File: src/rtl/ram_access_arbiter.sv
`default_nettype none
// ============================================================================
// Module   : ram_access_arbiter
// Brief    : Shares a single-port synchronous RAM between a user port and a
//            periodic display scanner, with alternating-priority arbitration.
// Revision : 1.0 - initial release
// ============================================================================
module ram_access_arbiter #(
    parameter int ADDR_W   = 5,
    parameter int DATA_W   = 4,
    parameter int SCAN_DIV = 50000000
) (
    input  logic              clk,
    input  logic              rst,
    input  logic              usr_req,
    input  logic              usr_we,
    input  logic [ADDR_W-1:0] usr_addr,
    input  logic [DATA_W-1:0] usr_wdata,
    output logic              usr_ack,
    output logic [DATA_W-1:0] usr_rdata,
    output logic              usr_rvalid,
    input  logic              scan_en,
    output logic [ADDR_W-1:0] mem_addr,
    output logic [DATA_W-1:0] mem_wdata,
    output logic              mem_we,
    input  logic [DATA_W-1:0] mem_rdata,
    output logic [ADDR_W-1:0] disp_addr,
    output logic [DATA_W-1:0] disp_data,
    output logic              disp_valid
);

    localparam int                  c_TICK_W   = (SCAN_DIV > 1) ? $clog2(SCAN_DIV) : 1;
    localparam logic [c_TICK_W-1:0] c_TICK_MAX = c_TICK_W'(SCAN_DIV - 1);

    typedef enum logic [2:0] {
        ST_IDLE   = 3'd0,
        ST_U_ACC  = 3'd1,
        ST_U_WAIT = 3'd2,
        ST_S_ACC  = 3'd3,
        ST_S_WAIT = 3'd4
    } state_t;

    state_t              r_state,        w_state_nxt;
    logic [c_TICK_W-1:0] r_tick;
    logic                r_scan_pending, w_scan_pending_nxt;
    logic [ADDR_W-1:0]   r_scan_ptr,     w_scan_ptr_nxt;
    logic                r_last_scan,    w_last_scan_nxt;
    logic [ADDR_W-1:0]   r_mem_addr,     w_mem_addr_nxt;
    logic [DATA_W-1:0]   r_mem_wdata,    w_mem_wdata_nxt;
    logic                r_mem_we,       w_mem_we_nxt;
    logic                r_usr_ack,      w_usr_ack_nxt;
    logic [DATA_W-1:0]   r_usr_rdata,    w_usr_rdata_nxt;
    logic                r_usr_rvalid,   w_usr_rvalid_nxt;
    logic [ADDR_W-1:0]   r_disp_addr,    w_disp_addr_nxt;
    logic [DATA_W-1:0]   r_disp_data,    w_disp_data_nxt;
    logic                r_disp_valid,   w_disp_valid_nxt;

    logic w_tick_wrap;
    logic w_scan_req;
    logic w_grant_usr;
    logic w_grant_scan;

    assign w_tick_wrap  = scan_en && (r_tick == c_TICK_MAX);
    // Disabling the scanner also cancels a scan that is pending but not yet granted.
    assign w_scan_req   = r_scan_pending && scan_en;
    assign w_grant_usr  = usr_req && (!w_scan_req || r_last_scan);
    assign w_grant_scan = w_scan_req && (!usr_req || !r_last_scan);

    always_ff @(posedge clk or posedge rst) begin
        if (rst) begin
            r_tick <= '0;
        end else if (!scan_en || w_tick_wrap) begin
            r_tick <= '0;
        end else begin
            r_tick <= r_tick + 1'b1;
        end
    end

    always_comb begin
        w_state_nxt        = r_state;
        w_scan_pending_nxt = r_scan_pending;
        w_scan_ptr_nxt     = r_scan_ptr;
        w_last_scan_nxt    = r_last_scan;
        w_mem_addr_nxt     = r_mem_addr;
        w_mem_wdata_nxt    = r_mem_wdata;
        w_mem_we_nxt       = 1'b0;
        w_usr_ack_nxt      = 1'b0;
        w_usr_rdata_nxt    = r_usr_rdata;
        w_usr_rvalid_nxt   = 1'b0;
        w_disp_addr_nxt    = r_disp_addr;
        w_disp_data_nxt    = r_disp_data;
        w_disp_valid_nxt   = 1'b0;

        case (r_state)
            ST_IDLE: begin
                if (w_grant_usr) begin
                    w_state_nxt     = ST_U_ACC;
                    w_mem_addr_nxt  = usr_addr;
                    w_mem_wdata_nxt = usr_wdata;
                    w_mem_we_nxt    = usr_we;
                    w_usr_ack_nxt   = 1'b1;
                    w_last_scan_nxt = 1'b0;
                end else if (w_grant_scan) begin
                    w_state_nxt        = ST_S_ACC;
                    w_mem_addr_nxt     = r_scan_ptr;
                    w_last_scan_nxt    = 1'b1;
                    w_scan_pending_nxt = 1'b0;
                end
            end
            ST_U_ACC: begin
                if (r_mem_we) begin
                    w_state_nxt = ST_IDLE;
                    // Keep the display coherent with a write to the word it shows.
                    if (r_mem_addr == r_disp_addr) begin
                        w_disp_data_nxt  = r_mem_wdata;
                        w_disp_valid_nxt = 1'b1;
                    end
                end else begin
                    w_state_nxt = ST_U_WAIT;
                end
            end
            ST_U_WAIT: begin
                w_state_nxt      = ST_IDLE;
                w_usr_rdata_nxt  = mem_rdata;
                w_usr_rvalid_nxt = 1'b1;
            end
            ST_S_ACC: begin
                w_state_nxt = ST_S_WAIT;
            end
            ST_S_WAIT: begin
                w_state_nxt      = ST_IDLE;
                w_disp_addr_nxt  = r_scan_ptr;
                w_disp_data_nxt  = mem_rdata;
                w_disp_valid_nxt = 1'b1;
                w_scan_ptr_nxt   = r_scan_ptr + 1'b1;
            end
            default: begin
                w_state_nxt = ST_IDLE;
            end
        endcase

        // A tick on the grant edge survives so it is not lost.
        if (!scan_en) begin
            w_scan_pending_nxt = 1'b0;
        end else if (w_tick_wrap) begin
            w_scan_pending_nxt = 1'b1;
        end
    end

    always_ff @(posedge clk or posedge rst) begin
        if (rst) begin
            r_state        <= ST_IDLE;
            r_scan_pending <= 1'b0;
            r_scan_ptr     <= '0;
            r_last_scan    <= 1'b1;
            r_mem_addr     <= '0;
            r_mem_wdata    <= '0;
            r_mem_we       <= 1'b0;
            r_usr_ack      <= 1'b0;
            r_usr_rdata    <= '0;
            r_usr_rvalid   <= 1'b0;
            r_disp_addr    <= '0;
            r_disp_data    <= '0;
            r_disp_valid   <= 1'b0;
        end else begin
            r_state        <= w_state_nxt;
            r_scan_pending <= w_scan_pending_nxt;
            r_scan_ptr     <= w_scan_ptr_nxt;
            r_last_scan    <= w_last_scan_nxt;
            r_mem_addr     <= w_mem_addr_nxt;
            r_mem_wdata    <= w_mem_wdata_nxt;
            r_mem_we       <= w_mem_we_nxt;
            r_usr_ack      <= w_usr_ack_nxt;
            r_usr_rdata    <= w_usr_rdata_nxt;
            r_usr_rvalid   <= w_usr_rvalid_nxt;
            r_disp_addr    <= w_disp_addr_nxt;
            r_disp_data    <= w_disp_data_nxt;
            r_disp_valid   <= w_disp_valid_nxt;
        end
    end

    assign usr_ack    = r_usr_ack;
    assign usr_rdata  = r_usr_rdata;
    assign usr_rvalid = r_usr_rvalid;
    assign mem_addr   = r_mem_addr;
    assign mem_wdata  = r_mem_wdata;
    assign mem_we     = r_mem_we;
    assign disp_addr  = r_disp_addr;
    assign disp_data  = r_disp_data;
    assign disp_valid = r_disp_valid;

endmodule
`default_nettype wire

File: config.mk
export PLATFORM = sky130hd
export DESIGN_NAME = ram_access_arbiter
export DESIGN_NICKNAME = d
export VERILOG_FILES = /design/src/rtl/ram_access_arbiter.sv
export SDC_FILE = /design/constraint.sdc
export NUM_CORES = 1
export LEC_CHECK = 0
export BUFFER_PORTS_ARGS = -buffer_cell sky130_fd_sc_hd__buf_4
export CAP_MARGIN = 30
export CORE_ASPECT_RATIO = 0.8
export CORE_UTILIZATION = 55
export CTS_BUF_LIST = sky130_fd_sc_hd__clkbuf_8
export DETAILED_ROUTE_END_ITERATION = 12
export PLACE_DENSITY = 0.86
export SLEW_MARGIN = 20
export SYNTH_ARGS = -nofsm -noshare
export SYNTH_HDL_FRONTEND = slang
export SYNTH_SLANG_ARGS = --single-unit
File: constraint.sdc
create_clock -name clk -period 4.8 [get_ports clk]
set_input_delay 0.24 -clock clk [delete_from_list [all_inputs] [get_ports clk]]
set_output_delay 0.24 -clock clk [all_outputs]
set_load 0.01 [all_outputs]
# After elaboration in Yosys (flattened, before gate mapping)
# Cells that the tools add are included.
# totals
word_cells,71
input_bits,18
regBits,62
out_inout_bits,26
# op_classes
n_reduce_logical,18
n_addsub,2
n_eq_ne,12
muxes,25
# op_table
operator,n
$add A26 B1 Y26 const B,1
$eq A26 B26 Y1 const B,1
$mux W26,1
$mux W1,14
$mux W5,2
$pmux W3 S3,1
$mux W4,2
$pmux W4 S2,1
$eq A3 B2 Y1 const B,2
$mux W3,2
$ne A3 B1 Y1 const B,2
$ne A3 B3 Y1 const B,2
$reduce_and A3 Y1,2
$add A5 B1 Y5 const B,1
$eq A5 B5 Y1,1
$logic_and A1 B1 Y1,4
$logic_not A1 Y1,4
$ne A2 B2 Y1 const B,2
$reduce_and A2 Y1,2
$reduce_bool A2 Y1,2
$eq A3 B1 Y1 const B,1
$eq A3 B3 Y1 const B,1
$logic_not A3 Y1,1
$logic_or A1 B1 Y1,3
other kinds (2),2

# Depth between registers and ports, before layout
# Gate-level depths: netlist of run 1.
# depth
ltp_word,8
ltp_mapped,6
mapped_depth_nobuf,5

# Least setup slack after synthesis of run 1
# No wires, ideal clock.
# synth_timing
path_kind,register to register
startpoint,register r_tick[16]
endpoint,register r_tick[2]
setup_time_ns,0.119
path_buffers,2
path_stages_with_launch,7
path_slack_ns,3.138
t_required_ns,4.681
period_less_slack_ns,1.662
arrival_time_ns,1.543
path_cell_list,dfrtp_1 buf_2 nor3b_1 nand3_2 o41ai_4 buf_6 nor2_2
# synth_between
elab_chain_len,4
# synth_lines
item,line,text
start: declaration,44,logic [c_TICK_W-1:0] r_tick;
start signal: assignment,75,r_tick <= r_tick + 1'b1;
$eq A26 B26 Y1,63,assign w_tick_wrap = scan_en && (r_tick == c_TICK_MAX);
$logic_and A1 B1 Y1,63,
$logic_or A1 B1 Y1,72,end else if (!scan_en || w_tick_wrap) begin
$mux W26,72,
# Every way passes these cells.
# A chain may end at the register's enable or synchronous reset.

# Final worst setup path of run 1
# layout_timing
startpoint,register r_tick[10]
endpoint,register r_tick[13]
# layout_between
elab_chain_len,4
word_cells_on_any_way,5
cone_classes,add/sub: 1; eq/ne: 1; mux: 1; reduce/logical: 2
# layout_lines
item,line
"parallel branches: the longest is 3 deep, another holds $add A26 B1 Y26",--
$mux W26 *,72
# Mark *: on every way between the ends.

==> impl_metrics.yaml, run 1 <==
synth:
  synth-seq-cells: 62
  synth_edf_count: 0
  syn_avg_cell_area_sq_um: 11.8
  synthTopCellsByArea: "dfrtp_1, mux2_2, xnor2_1"
  syn_inst: 264
  synth_cell_type_count: 51
  yosysTopAreaCell: "dfrtp_1"
  ys.warnings.count: 0
  ys_top_cells_by_count: "dfrtp_1, mux2_2, xnor2_1"
  yosys.area_share.simple_pct: 23.5
  synth_xor_area_share_pct: 6.48
  synth.most_common_cell: "dfrtp_1"
  netlist_area_sq_um: 3110
  synth.area.mux_share_pct: 7.69
  ys.flop_type: "dfrtp_1"
  synth-compound-area-share_pct: 8.81
  synth_fa_ha_area_share_pct: 0.805
  yosysSeqAreaShare_pct: 49.9
  async_flop_share_pct: 100
  synth_top_area_share_pct: 49.1
  syn_nets: 284
  synth_top_family_by_area: "simple AND/OR/NAND/NOR gates"
finish:
  nNetsFinal: 330
  area_growth_pct: 18.0
  antenna_cells: 0
  stdcell_area_sq_um: 3670
  post_route_cells_drive_above_1_share_pct: 36.5
power_and_ir_drop:
  power_uw: 1660
  power_density_nw_per_um2: 451
  leakagePower_uw: 0.00158
  ir_worst_vdd_mv: 0.339
place:
  gp_congestion: 0.848
  io_buffers: 43
  dpl.hpwl_um: 4340
  placed_cell_area_sq_um: 3470
clocking:
  htree_levels: 3
  clk_latency_ns: 0.35
  clock_path_buffers: 2
  cts_sinks: 62
  path_clk_slew_ns: 0.07
  numCtsBuffers: 9
  cts_hold_buf: 0
  ctsResizeCount: 0
  cts_setup_buffers: 0
  tritoncts: "done"
  cts_root_buffer: "clkbuf_8"
floorplanning:
  die_h_um: 69.3
  die_area_sq_um: 5960
  io_pins: 44
  rows: 24
  fp.dieW_um: 86.1
  core_area_sq_um: 5440
  start_util_pct: 57.2
sta:
  worst_pin_slew_ns: 0.950
  post-route-period-util_pct: 50.1
  rsz0062_at_grt: "no"
  fin_crit_ns: 2.41
  setup_viol: 0
  final_max_slew_viol_count: 0
  finClkSkew_ns: 0.00529
  worst_slew_margin_rel_pct: 36.5
  fmax_ghz: 0.416
  finalSetupTns_ns: 0
  finalHoldViolations: 0
flow_run:
  cap_violations: 0
grt:
  grt_pass1_wl_um: 10800
  antenna_found_initial: 0
  grt_max_degree: 63
  grt_pass1_vias: 2250
  overflow: 0
  grt_usage_pct: 23.9
route:
  via_per_inst: 5.73
  drc: 0
  vias: 2251
  drt_iter0_markers: 209
  ant_nets: 0
  wirelength_um: 6260
  drt-wirelength-per-cell_um: 15.9
  dr.pass1.iters: 8
setup_path:
  cp_slowest_cell: "o41ai_4"
  start_kind: "flip-flop"
  endpoint_kind: "flip-flop"
  cp.required_ns: 5.03
  critPathMaxFanout: 12
  cp_slowest_stage_delay_ns: 0.91
  crit_start: "r_tick[10]$_DFF_PP0_"
  critPathArrivalTime_ns: 2.64
  r2r_cells: 5
  r2r_start: "r_tick[10]$_DFF_PP0_"
  worstPathCellList: "nor4_1 > nand3_1 > o41ai_4 > buf_4 > nor2b_1"
  crit_type: "flip-flop to flip-flop"
run_status:
  status: "finished, final reports clean"
hold_path:
  hp-start: "usr_req"
  whs_path_depth: 2
  hold_class: "primary input to flip-flop"
[cell type report]
class                   count  area (sq um)
fillers                   412          1770
flip-flops and latches     62          1550
multi-input cells         190          1470
repair buffers             45           338
clock buffers              11           151
well taps                  78          97.6
clock inverters             5          50.0
inverters                   2          7.51
[state kept, by name, summed over array words and instances (netlist names)]
register / cells
disp_valid: 1
mem_wdata: 4
usr_ack: 1
disp_data: 4
usr_rvalid: 1
r_last_scan: 1
usr_rdata: 4
r_scan_ptr: 5
r_state: 3
mem_we: 1
mem_addr: 5
r_tick: 26
disp_addr: 5
r_scan_pending: 1
[layer usage]
metal / track usage [%] / up-vias / share of wire (%)
met1: 33.3 / 1103 / 46
met5: 0 / - / 0
met3: 6.55 / 16 / 5.8
met4: 10.4 / 0 / 2.3
met2: 35.2 / 72 / 46
li1: - / 1060 / -
[cells by family (layout without fill, tap and decap cells)]
kind of cell | Yosys count | in the layout
flops | 62 | 62
mux | 22 | 22
buf+inv | 12 | 63
fa+ha+maj | 2 | 2
compound gates | 36 | 36
simple gates | 107 | 107
xor+xnor | 23 | 23
[where the power goes]
group          total, uW  leakage [uW]  internal [uW]  switching (uW)
clock network        467      0.000108            263             203
logic                448      0.000657            247             201
registers            741      0.000813            633             108
total               1660       0.00158           1140             513
[placed cells by master, fill, tap and decap left out, drive strengths merged, types with 4 or more instances in the layout]
cell,count
nor3,4
clkbuf,11
xnor2,15
nor4,5
mux2,15
or4,7
buf,45
nor3b,4
xor2,8
o31ai,7
dfrtp,61
o21ai,4
inv,4
nand4,12
a21oi,16
and4,6
mux2i,7
nand3,15
nand2,14
nor2b,6
nor2,23
[worst paths after layout]
check	end	slack, ns
setup / recovery	r_tick[13]$_DFF_PP0_	2.39
hold / removal	r_last_scan$_DFFE_PP1P_	0.08
setup reg to reg	r_tick[13]$_DFF_PP0_	2.39
hold reg to reg	r_tick[0]$_DFF_PP0_	0.50
max in group asynchronous	r_tick[20]$_DFF_PP0_	4.18
min in group asynchronous	r_state[2]$_DFFE_PP0P_	0.11
[per-stage QoR]
step | hold slack [ns] | util (%) | worst slack (ns) | cells
3_3_place_gp | 0.428 | 63.8 | 2.47 | 377
6_report | 0.0773 | 67.5 | 2.39 | 393
2_1_floorplan | 0.310 | - | 3.02 | 264
4_1_cts | 0.0700 | 67.5 | 2.38 | 393
5_1_grt | 0.0822 | 67.5 | 2.22 | 393
3_5_place_dp | 0.439 | 63.8 | 2.40 | 377
[worst max-delay path: cells and delay by family (launching register included)]
| kind | cells | cell delay, ns |
|---|---|---|
| flip-flops | 1 | 0.43 |
| AO/OA/AOI/OAI | 1 | 0.91 |
| buffers and inverters | 1 | 0.38 |
| AND/OR/NAND/NOR | 3 | 0.57 |
Note: power is estimated with default switching activity, not from simulation.
==> run 2, diff against run 1 <==
--- a/config.mk
+++ b/config.mk
@@ -5,13 +5,14 @@
 export SDC_FILE = /design/constraint.sdc
 export NUM_CORES = 1
 export LEC_CHECK = 0
+export ABC_AREA = 1
 export BUFFER_PORTS_ARGS = -buffer_cell sky130_fd_sc_hd__buf_4
 export CAP_MARGIN = 30
 export CORE_ASPECT_RATIO = 0.8
-export CORE_UTILIZATION = 55
+export CORE_UTILIZATION = 53
 export CTS_BUF_LIST = sky130_fd_sc_hd__clkbuf_8
 export DETAILED_ROUTE_END_ITERATION = 12
-export PLACE_DENSITY = 0.86
+export PLACE_DENSITY = 0.87
 export SLEW_MARGIN = 20
 export SYNTH_ARGS = -nofsm -noshare
 export SYNTH_HDL_FRONTEND = slang
==> constraint.sdc (replaced) <==
create_clock -name clk -period 2.1 [get_ports clk]
set_input_delay 0.105 -clock clk [delete_from_list [all_inputs] [get_ports clk]]
set_output_delay 0.105 -clock clk [all_outputs]
set_load 0.01 [all_outputs]
==> run 2 against run 1 <==
Compared with the run above:
- utilization increased by 0.42 points
- largest cell class unchanged
- first-iteration DRC count is 1.9% higher
- combinational power increased to 2.6 times the previous value
- via count is 19% higher
==> impl_metrics.yaml, run 2 <==
finish:
  final_cell_mix: "nand2_1, nor2_1, dfrtp_1"
  area_growth_pct: 21.5
  layout_commonest_cell: "nand2_1"
  antenna_cells: 0
  post_route_cells_drive_above_1_share_pct: 16.1
  largest_reg_flops: 26
  nFillCells: 444
  top_register: "r_tick"
  nNetsFinal: 474
clocking:
  path_clk_slew_ns: 0.07
  clock_path_buffers: 2
  numCtsBuffers: 9
  clk_latency_ns: 0.34
  cts_sinks: 62
  tritoncts: "done"
  ctsResizeCount: 0
  htree_levels: 3
  cts_setup_buffers: 0
  cts_root_buffer: "clkbuf_8"
synth:
  synth-seq-cells: 62
  yosys.area_share.simple_pct: 31.1
  ys.warnings.count: 0
  synth-compound-area-share_pct: 5.35
  yosysSeqAreaShare_pct: 50.3
  netlist_area_sq_um: 3090
  synth.area.mux_share_pct: 0
  synthTopCellsByArea: "dfrtp_1, nand2_1, nor2_1"
  ys.flop_type: "dfrtp_1"
  async_flop_share_pct: 100
  synth_fa_ha_area_share_pct: 0.810
  synth_edf_count: 0
  synth_xor_area_share_pct: 6.52
  synth_top_area_share_pct: 49.4
  yosysTopAreaCell: "dfrtp_1"
  syn_nets: 415
  ys_top_cells_by_count: "nand2_1, nor2_1, dfrtp_1"
  syn_avg_cell_area_sq_um: 7.82
  synth.most_common_cell: "nand2_1"
  synth_cell_type_count: 29
  synth_top_family_by_area: "simple AND/OR/NAND/NOR gates"
  syn_inst: 395
power_and_ir_drop:
  power_density_nw_per_um2: 994
  leakagePower_uw: 0.00179
  power_uw: 3730
  ir_worst_vdd_mv: 0.867
setup_path:
  worstPathCellList: "ha_1 > inv_1 > nor2_4 > nand2_1 > nor2_1 > nand2_1 > nand2_4 > nor2_1"
  crit_buf_inv: 1
  cp.required_ns: 2.31
  cp_slowest_cell: "dfrtp_1"
  ff2ff_setup_slack_ns: 0.46
  critPathArrivalTime_ns: 1.86
  crit_type: "flip-flop to flip-flop"
  endpoint_kind: "flip-flop"
  start_kind: "flip-flop"
  crit_family: "simple AND/OR/NAND/NOR gates"
  critPathMaxFanout: 25
  cp_slowest_stage_delay_ns: 0.42
floorplanning:
  start_util_pct: 55.9
  die_area_sq_um: 6140
  die_h_um: 70.3
  rows: 24
  core_area_sq_um: 5530
  io_pins: 44
  fp.dieW_um: 87.3
sta:
  worst_slew_margin_rel_pct: 75.8
  finalHoldViolations: 0
  finalSetupTns_ns: 0
  rsz0062_at_grt: "no"
  worst_pin_slew_ns: 0.362
  fmax_ghz: 0.609
  post-route-period-util_pct: 78.2
  setup_viol: 0
  finClkSkew_ns: 0.00934
  fin_crit_ns: 1.64
  final_max_slew_viol_count: 0
grt:
  overflow: 0
  met1_usage_pct: 32.7
  grt_pass1_vias: 2634
  grt_max_degree: 47
  grt_usage_pct: 24.7
  antenna_found_initial: 0
  met2_usage_pct: 39.8
  grt_pass1_wl_um: 11600
  grt_busiest_layer: "met2"
  met3_usage_pct: 6.15
route:
  ant_nets: 0
  drt_iter0_markers: 213
  dr.pass1.iters: 6
  drt-wirelength-per-cell_um: 12.3
  drc: 0
  via_per_inst: 5.00
  wirelength_um: 6600
  vias: 2686
run_status:
  status: "finished, final reports clean"
hold_path:
  hold_class: "primary input to flip-flop"
place:
  dpl.hpwl_um: 4860
  io_buffers: 43
  gp_congestion: 0.928
flow_run:
  cap_violations: 0
[run 2: cell types whose count changed in the layout (fill, tap and decap cells not counted), sizes merged, moves of 14 or more]
cell	before	now
a21oi	16	2
inv	4	41
o21ai	4	22
nor2	23	78
mux2	15	0
nand2	14	130
[run 2: logic make-up after synthesis]
family | count (synthesis)
XOR/XNOR | 23
AO/OA/AOI/OAI | 30
AND/OR/NAND/NOR | 234
buffers and inverters | 44
flip-flops | 62
adder cells (fa/ha/maj) | 2
[run 2: layer usage]
layer / part of all wire, % / vias up / routed length [um]
li1: - / 1341 / -
met1: 45 / 1241 / 3000
met2: 47 / 95 / 3130
met3: 5.7 / 9 / 379
met4: 1.3 / 0 / 89
met5: 0 / - / 0
[run 2: per-stage QoR]
stage	util (%)	hold WS, ns	instances	instance area [sq um]	setup WS, ns
finish	67.9	0.0195	537	3750	0.457
global placement	63.6	0.105	515	3510	0.525
floorplan	-	0.211	395	3090	0.455
detailed placement	63.6	0.109	515	3510	0.475
global route	67.9	0.0198	537	3750	0.274
CTS	67.9	0.0135	537	3750	0.465
[run 2: worst paths after layout]
check / start / end / cells past startpoint
max in group asynchronous: rst / r_last_scan$_DFFE_PP1P_ / 4
min: usr_addr[4] / mem_addr[4]$_DFFE_PP0P_ / 3
max: r_tick[0]$_DFF_PP0_ / r_tick[9]$_DFF_PP0_ / 8
min in group asynchronous: rst / mem_wdata[0]$_DFFE_PP0P_ / 3
min reg2reg: r_scan_ptr[4]$_DFFE_PP0P_ / r_scan_ptr[4]$_DFFE_PP0P_ / 1
max reg2reg: r_tick[0]$_DFF_PP0_ / r_tick[9]$_DFF_PP0_ / 8
[run 2: cell type report]
cell class                      instances  area (sq um)  area share [%]
Inverter                               39           146            3.90
Clock inverter                          6          40.0            1.07
Sequential cell                        62          1550            41.4
Timing Repair Buffer                   53           425            11.3
Multi-Input combinational cell        289          1350            36.0
Tap cell                               78          97.6            2.60
Clock buffer                           10           138            3.67
[run 2: power breakdown]
| part | switching, uW | internal [uW] | leakage [uW] |
|---|---|---|---|
| clock network | 468 | 455 | 0.0000911 |
| logic | 663 | 510 | 0.000879 |
| registers | 186 | 1450 | 0.000823 |
| total | 1320 | 2410 | 0.00179 |
[run 2: timing repair]
item / CTS / global route
hold buffers: 6 / 0
endpoints found under the hold margin: 21 / 0
endpoints found under the setup margin: 0 / 0
[run 2: worst reg2reg max path: stages, from the launching register on]
cell     delay, ns
dfrtp_1       0.42
ha_1          0.25
inv_1         0.09
nor2_4        0.15
nand2_1       0.07
nor2_1        0.10
nand2_1       0.11
nand2_4       0.24
nor2_1        0.10
